==> src/rtl/uart_rx_fifo_ctrl.sv <==
`default_nettype none
// ============================================================================
// Module   : uart_rx_fifo_ctrl
// Purpose  : Gates UART RX bytes into a 4-entry FIFO, sequences host reads
//            against its registered read port, and raises status/interrupts.
// Revision : 1.0 - initial release
// ============================================================================
module uart_rx_fifo_ctrl #(
    parameter int DEPTH          = 4,
    parameter int THRESH         = 2,
    parameter int TIMEOUT_CYCLES = 16
) (
    input  logic                             clk,
    input  logic                             rst_n,
    input  logic                             rx_valid,
    input  logic [7:0]                       rx_data,
    input  logic                             rx_frame_err,
    output logic                             fifo_wr_en,
    output logic [7:0]                       fifo_wr_data,
    output logic                             fifo_rd_en,
    input  logic [7:0]                       fifo_rd_data,
    input  logic                             fifo_empty,
    input  logic                             fifo_full,
    input  logic                             host_rd_req,
    output logic                             host_rd_valid,
    output logic [7:0]                       host_rd_data,
    output logic                             host_rd_err,
    output logic [$clog2(DEPTH+1)-1:0]       level,
    output logic                             overrun,
    output logic                             frame_err,
    output logic                             timeout,
    input  logic                             clr_status,
    output logic                             irq
);

    localparam int c_LVL_W = $clog2(DEPTH + 1);
    localparam int c_TO_W  = $clog2(TIMEOUT_CYCLES + 1);
    localparam logic [c_TO_W-1:0]  c_TO_MAX = c_TO_W'(TIMEOUT_CYCLES);
    localparam logic [c_LVL_W-1:0] c_THRESH = c_LVL_W'(THRESH);

    typedef enum logic [1:0] {
        S_IDLE       = 2'd0,
        S_READ       = 2'd1,
        S_CAPTURE    = 2'd2,
        S_EMPTY_RESP = 2'd3
    } state_t;

    state_t               r_state;
    state_t               w_state_nxt;
    logic                 w_rd_en;
    logic [c_LVL_W-1:0]   r_level;
    logic [c_TO_W-1:0]    r_tcnt;
    logic                 r_rd_valid;
    logic [7:0]           r_rd_data;
    logic                 r_rd_err;
    logic                 r_overrun;
    logic                 r_frame_err;
    logic                 w_set_ovr;
    logic                 w_set_ferr;
    logic                 w_tcnt_clr;

    assign fifo_wr_en   = rx_valid & ~rx_frame_err & ~fifo_full;
    assign fifo_wr_data = rx_data;
    assign fifo_rd_en   = w_rd_en;

    // Overrun is judged on the pre-edge full flag, so a same-cycle read does not rescue the byte
    assign w_set_ovr  = rx_valid & ~rx_frame_err & fifo_full;
    assign w_set_ferr = rx_valid & rx_frame_err;
    assign w_tcnt_clr = (r_level == '0) | rx_valid | w_rd_en | clr_status;

    always_comb begin
        w_state_nxt = r_state;
        w_rd_en     = 1'b0;
        case (r_state)
            S_IDLE: begin
                if (host_rd_req) begin
                    w_state_nxt = fifo_empty ? S_EMPTY_RESP : S_READ;
                end
            end
            S_READ: begin
                w_rd_en     = 1'b1;
                w_state_nxt = S_CAPTURE;
            end
            S_CAPTURE:    w_state_nxt = S_IDLE;
            S_EMPTY_RESP: w_state_nxt = S_IDLE;
            default:      w_state_nxt = S_IDLE;
        endcase
    end

    always_ff @(posedge clk) begin
        if (!rst_n) begin
            r_state     <= S_IDLE;
            r_level     <= '0;
            r_tcnt      <= '0;
            r_rd_valid  <= 1'b0;
            r_rd_data   <= 8'h00;
            r_rd_err    <= 1'b0;
            r_overrun   <= 1'b0;
            r_frame_err <= 1'b0;
        end else begin
            r_state    <= w_state_nxt;
            r_rd_valid <= (r_state == S_CAPTURE) | (r_state == S_EMPTY_RESP);
            if (r_state == S_CAPTURE) begin
                r_rd_data <= fifo_rd_data;
                r_rd_err  <= 1'b0;
            end else if (r_state == S_EMPTY_RESP) begin
                r_rd_data <= 8'h00;
                r_rd_err  <= 1'b1;
            end

            case ({fifo_wr_en, w_rd_en})
                2'b10:   r_level <= r_level + c_LVL_W'(1);
                2'b01:   r_level <= r_level - c_LVL_W'(1);
                default: r_level <= r_level;
            endcase

            if (w_tcnt_clr) begin
                r_tcnt <= '0;
            end else if (r_tcnt != c_TO_MAX) begin
                r_tcnt <= r_tcnt + c_TO_W'(1);
            end

            r_overrun   <= w_set_ovr  | (r_overrun   & ~clr_status);
            r_frame_err <= w_set_ferr | (r_frame_err & ~clr_status);
        end
    end

    assign host_rd_valid = r_rd_valid;
    assign host_rd_data  = r_rd_data;
    assign host_rd_err   = r_rd_err;
    assign level         = r_level;
    assign overrun       = r_overrun;
    assign frame_err     = r_frame_err;
    assign timeout       = (r_tcnt == c_TO_MAX);
    assign irq           = (r_level >= c_THRESH) | timeout | r_overrun;

endmodule
`default_nettype wire

==> config.mk <==
export PLATFORM = sky130hd
export DESIGN_NAME = uart_rx_fifo_ctrl
export DESIGN_NICKNAME = d
export VERILOG_FILES = /design/src/rtl/uart_rx_fifo_ctrl.sv
export SDC_FILE = /design/constraint.sdc
export NUM_CORES = 1
export LEC_CHECK = 0
export CORE_ASPECT_RATIO = 1.2
export CORE_UTILIZATION = 42
export CTS_BUF_LIST = sky130_fd_sc_hd__clkbuf_16
export CTS_CLUSTER_DIAMETER = 150
export CTS_CLUSTER_SIZE = 25
export DETAILED_ROUTE_END_ITERATION = 8
export GPL_ROUTABILITY_DRIVEN = 0
export PLACE_DENSITY_LB_ADDON = 0.08
export SYNTH_ARGS = -nofsm -noshare
export SYNTH_HDL_FRONTEND = slang
export SYNTH_SLANG_ARGS = --single-unit
==> constraint.sdc <==
create_clock -name clk -period 4.2 [get_ports clk]
set_input_delay 0.63 -clock clk [delete_from_list [all_inputs] [get_ports clk]]
set_output_delay 0.63 -clock clk [all_outputs]
set_load 0.02 [all_outputs]
# After elaboration in Yosys (flattened, before gate mapping)

Index checks and enable logic that the tools add are counted.

Register bits after elaboration: 22
Bits of input ports: 24

$add $sub $neg: 3
Magnitude comparators: 1
Equality and inequality tests: 8
Mux-type cells: 7
Bitwise logic cells: 18
Reductions and logical operators: 7

Operators by type and width:

| operator              | count |
|---|---|
| $mux W8               | 2 |
| $or A1 B1 Y1          | 8 |
| $and A1 B1 Y1         | 6 |
| $eq A2 B2 Y1 const B  | 3 |
| $pmux W2 S3           | 1 |
| $pmux W3 S2           | 1 |
| $reduce_or A2 Y1      | 3 |
| $add A5 B1 Y5 const B | 1 |
| $eq A5 B5 Y1 const B  | 1 |
| $ne A5 B5 Y1 const B  | 1 |
| $eq A2 B1 Y1 const B  | 2 |
| $mux W2               | 2 |
| $not A1 Y1            | 4 |
| $reduce_bool A2 Y1    | 2 |
| $add A3 B1 Y3 const B | 1 |
| $ge A3 B2 Y1 const B  | 1 |
| $logic_not A3 Y1      | 1 |
| $sub A3 B1 Y3 const B | 1 |
| $logic_not A2 Y1      | 1 |
| $ne A2 B2 Y1 const B  | 1 |
| $mux W1               | 1 |

# Longest topological paths before layout

Depth in word-level cells: 5
Mapped depth: 7
Depth with buffers taken out: 7

# Worst setup path before layout

Ideal clock, no wire load.

Path kind: input-to-reg
Start point: in rx_frame_err
End point: reg r_level[2] (netlist: level[2])
Library setup time: 76 ps
Arrival: 2,041 ps
Data required time: 4,124 ps
Setup slack: 2,083 ps
Stages: 7
Path buffers: 0
Cell sequence: or3b_2 -> ha_1 -> inv_1 -> fa_1 -> xor2_1 -> or3_1 -> a21boi_0

Word-level cells in the longest chain between the ends: 5
Elaborated cells on any way between the ends: 7
Those cells by class: eq/ne (2); mux (1); bitwise (3); reduce/logical (1)

Ends and longest elaborated chain:

| item                                                     | line | RTL |
|---|---|---|
| start: declaration                                       | 17   | `input logic rx_frame_err,` |
| $not A1 Y1 *                                             | 62   | `assign fifo_wr_en = rx_valid & ~rx_frame_err & ~fifo_full;` |
| $and A1 B1 Y1 * (2 in a row)                             | 62   |  |
| $eq A2 B1 Y1 / $eq A2 B2 Y1 (equally long branches)      | 111  | `case ({fifo_wr_en, w_rd_en})` |
| $pmux W3 S2 / $reduce_bool A2 Y1 (equally long branches) | --   |  |
| end signal: assignment                                   | 112  | `2'b10: r_level <= r_level + c_LVL_W'(1);` |
| end signal: assignment                                   | 113  | `2'b01: r_level <= r_level - c_LVL_W'(1);` |
| end signal: assignment                                   | 114  | `default: r_level <= r_level;` |
| end: declaration                                         | 51   | `logic [c_LVL_W-1:0] r_level;` |

Every way passes the cells marked *; elsewhere a longest branch is shown, timed or not.
A chain may end at the register's enable or synchronous reset.

# Worst setup path after layout

Start point: reg r_tcnt[0]
End point: out irq

Word-level cells in the longest chain between the ends: 3

Ends and longest elaborated chain:

| item                      | line | RTL |
|---|---|---|
| start: declaration        | 52   | `logic [c_TO_W-1:0] r_tcnt;` |
| start signal: assignment  | 120  | `r_tcnt <= r_tcnt + c_TO_W'(1);` |
| $eq A5 B5 Y1              | 134  | `assign timeout = (r_tcnt == c_TO_MAX);` |
| $or A1 B1 Y1 (2 in a row) | 135  | `assign irq = (r_level >= c_THRESH) \| timeout \| r_overrun;` |
| end: declaration          | 33   | `output logic irq` |

Every way passes these cells.

==> flow_metrics.tcl <==
set metrics [dict create \
    rows 19 \
    ys_types 30 \
    arrival_ns 2.44 \
    cts_root_buf "clkbuf_16" \
    worstSkewPairLatency_ns 0.25 \
    clockBufferDepth 2 \
    fill_cells 200 \
    dp.cells 162 \
    maxSlewHeadroom_pct 36.64 \
    start_kind "flop" \
    ys_seq_area_share_pct 42.98 \
    finalSetupTns_ns 0 \
    totalWireLength_um 2048 \
    multi_input_area_sq_um 485.5 \
    antenna_found_initial 0 \
    cp.buffers_inverters 2 \
    routed_via_density 4.753 \
    cts_max_level 1 \
    nets 164 \
    maxSlewViolCount 0 \
    seq_area_sq_um 440.4 \
    port-buffer-count 34 \
    cp_slowest_cell "nor4bb_1" \
    dr.pass1.iters 4 \
    p_per_area_mw_per_mm2 398.2 \
    die_area_sq_mm 0.002642 \
    path_delay_family "simple AND/OR/NAND/NOR gates" \
    fp.coreArea_sq_mm 0.002306 \
    grt_overflow 0 \
    hold_buffers 0 \
    cpPeakStageDelay_ns 0.80 \
    die-height_um 56.11 \
    grt_max_degree 19 \
    area_growth_pct 39.80 \
    finalSetupViolCount 0 \
    grt_use_total_pct 18.10 \
    min_period_over_period_pct 73.00 \
    layout-drive-gt1-share_pct 6.667 \
    grt_pass1_vias 841 \
    io-pin-count 51 \
    status "finished, final reports clean" \
    die_w_um 47.09 \
    clkSinkCount 22 \
    hpwlAfterDp_um 1481 \
    finalCriticalPeriod_ns 3.066 \
    required_ns 3.57 \
    cts_buffers 3 \
    ant_nets 0 \
    synth_cells 109 \
    end_kind "output pin" \
    grt_pass1_wl_um 3436 \
    syn-mean-instance-area_sq_um 9.401 \
    postCtsSetupBuffers 0 \
    routedWlPerCell_um 12.34 \
    cellLeakagePower_uw 0.0005257 \
    vias 789 \
    holdWs_ns 0.4867 \
    cts_tree "built" \
    worstMarginPinSlew_ns 0.9376 \
    drt_iter0_drc 21 \
    hold_class "reg -> reg" \
    clkTransAtPathRegs_ns 0.06 \
    yosysWarnings 0 \
    worstSetupPathType "reg -> out" \
    rsz0062_at_grt "no" \
    maxCapViolCount 0 \
    diodes 0 \
    final_cell_count_no_fill 166 \
    start_util_pct 44.44 \
    syn_nets 137 \
    ys_seq_elements 22 \
    crit_fanout 5 \
    cts_resized 0 \
    syn-cell-area_sq_mm 0.001025 \
    fmax_mhz 326.1 \
    finalClockSkew_ns 0.002659 \
    drc 0 \
    peakVddDrop_uv 295.7 \
    hold_viol_final 0 \
    cp_cell_sequence "inv_1, ha_1, nor4bb_1, or4_1, clkdlybuf4s50_1" \
]
[power breakdown]
| group | internal [uW] | total (uW) | leakage [uW] | switching [uW] |
|---|---|---|---|---|
| registers | 218 | 227 | 0.000179 | 8.93 |
| logic | 45.9 | 80.9 | 0.000296 | 35.1 |
| clock network | 189 | 263 | 0.0000511 | 73.6 |
[synth_stat cells, drive strengths merged]
cell | instances | area share, %
and2 | 3 | 1.8
nand3 | 2 | 0.98
inv | 6 | 2.2
dfxtp | 22 | 43
nor3b | 1 | 0.73
xor2 | 3 | 2.6
nor2b | 18 | 11
or4 | 2 | 1.8
nor3 | 2 | 1.5
nand2 | 2 | 0.73
buf | 8 | 5.9
clkbuf | 4 | 1.6
nor4bb | 1 | 0.98
nor2 | 4 | 1.5
xnor2 | 3 | 2.6
ha | 3 | 3.7
a21oi | 9 | 4.4
fa | 1 | 2.0
and4bb | 1 | 1.2
or3b | 1 | 0.85
or3 | 1 | 0.61
nand2b | 3 | 1.8
mux2i | 2 | 2.0
a21boi | 3 | 2.2
nand3b | 1 | 0.73
o21ai | 2 | 0.98
and2b | 1 | 0.85
[tightest hold or removal path, stage by stage, from the launching register on]
cell	delay, ns
dfxtp_1	0.31
nand2b_1	0.06
a21boi_0	0.06
[cell usage in the layout, fill, tap and decap left out, types with 2 or more instances in the layout]
master	count
dfxtp_1	22
nand3_1	2
a21boi_0	3
nand2_1	2
nand2b_1	3
a21oi_1	9
o21ai_0	2
clkdlybuf4s50_1	34
xnor2_1	3
inv_1	6
and2_1	3
xor2_1	3
mux2i_1	2
nor2_1	4
nor2b_1	18
ha_1	3
clkbuf_16	3
[layout make-up]
cell class,instances,share of cell area (%)
clock buffers,3,5.240
clock inverters,1,2.096
inverters,6,1.572
multi-input cells,69,33.89
flip-flops and latches,22,30.74
well taps,31,2.707
repair buffers,34,23.76
[metal layers]
layer / routed length [um] / track usage, % / vias up
li1: - / - / 398
met5: 0 / 0 / -
met2: 1068 / 28.97 / 20
met4: 28 / 9.388 / 0
met1: 851 / 21.47 / 365
met3: 100 / 4.221 / 6
[flip-flops by register name, indices dropped and copies added, names as in the netlist]
| name | count |
|---|---|
| host_rd_err | 1 |
| host_rd_data | 8 |
| host_rd_valid | 1 |
| level | 3 |
| r_tcnt | 5 |
| frame_err | 1 |
| overrun | 1 |
| r_state | 2 |
[path summary, 6_finish.rpt]
path | from | endpoint | slack (ns) | depth (start not counted)
setup reg to reg | r_state[1]$_SDFFE_PN0P_ | level[2]$_SDFFE_PN0P_ | 2.10 | 7
setup / recovery | r_tcnt[0]$_SDFFE_PP0N_ | irq | 1.13 | 5
hold / removal | frame_err$_SDFF_PN0_ | frame_err$_SDFF_PN0_ | 0.49 | 2
hold reg to reg | frame_err$_SDFF_PN0_ | frame_err$_SDFF_PN0_ | 0.49 | 2
[through the flow]
stage	setup WS, ns	util [%]	instance area, sq um	total power (uW)
2_1_floorplan	2.083	-	1025	282.3
3_3_place_gp	1.306	57.57	1328	310.7
3_5_place_dp	1.291	57.57	1328	311.6
4_1_cts	1.096	62.13	1433	578.3
5_1_grt	0.9715	62.13	1433	594.6
6_report	1.134	62.13	1433	570.5
[logic make-up after synthesis]
| group | Yosys count | share of synthesized area [%] |
|---|---|---|
| XOR/XNOR | 6 | 5.129 |
| AO/OA/AOI/OAI | 14 | 7.570 |
| adder cells (fa/ha/maj) | 4 | 5.617 |
| AND/OR/NAND/NOR | 43 | 27.11 |
| multiplexers | 2 | 1.954 |
| buffers and inverters | 18 | 9.645 |
| flip-flops | 22 | 42.98 |
Power figures use the tool's default switching activity.
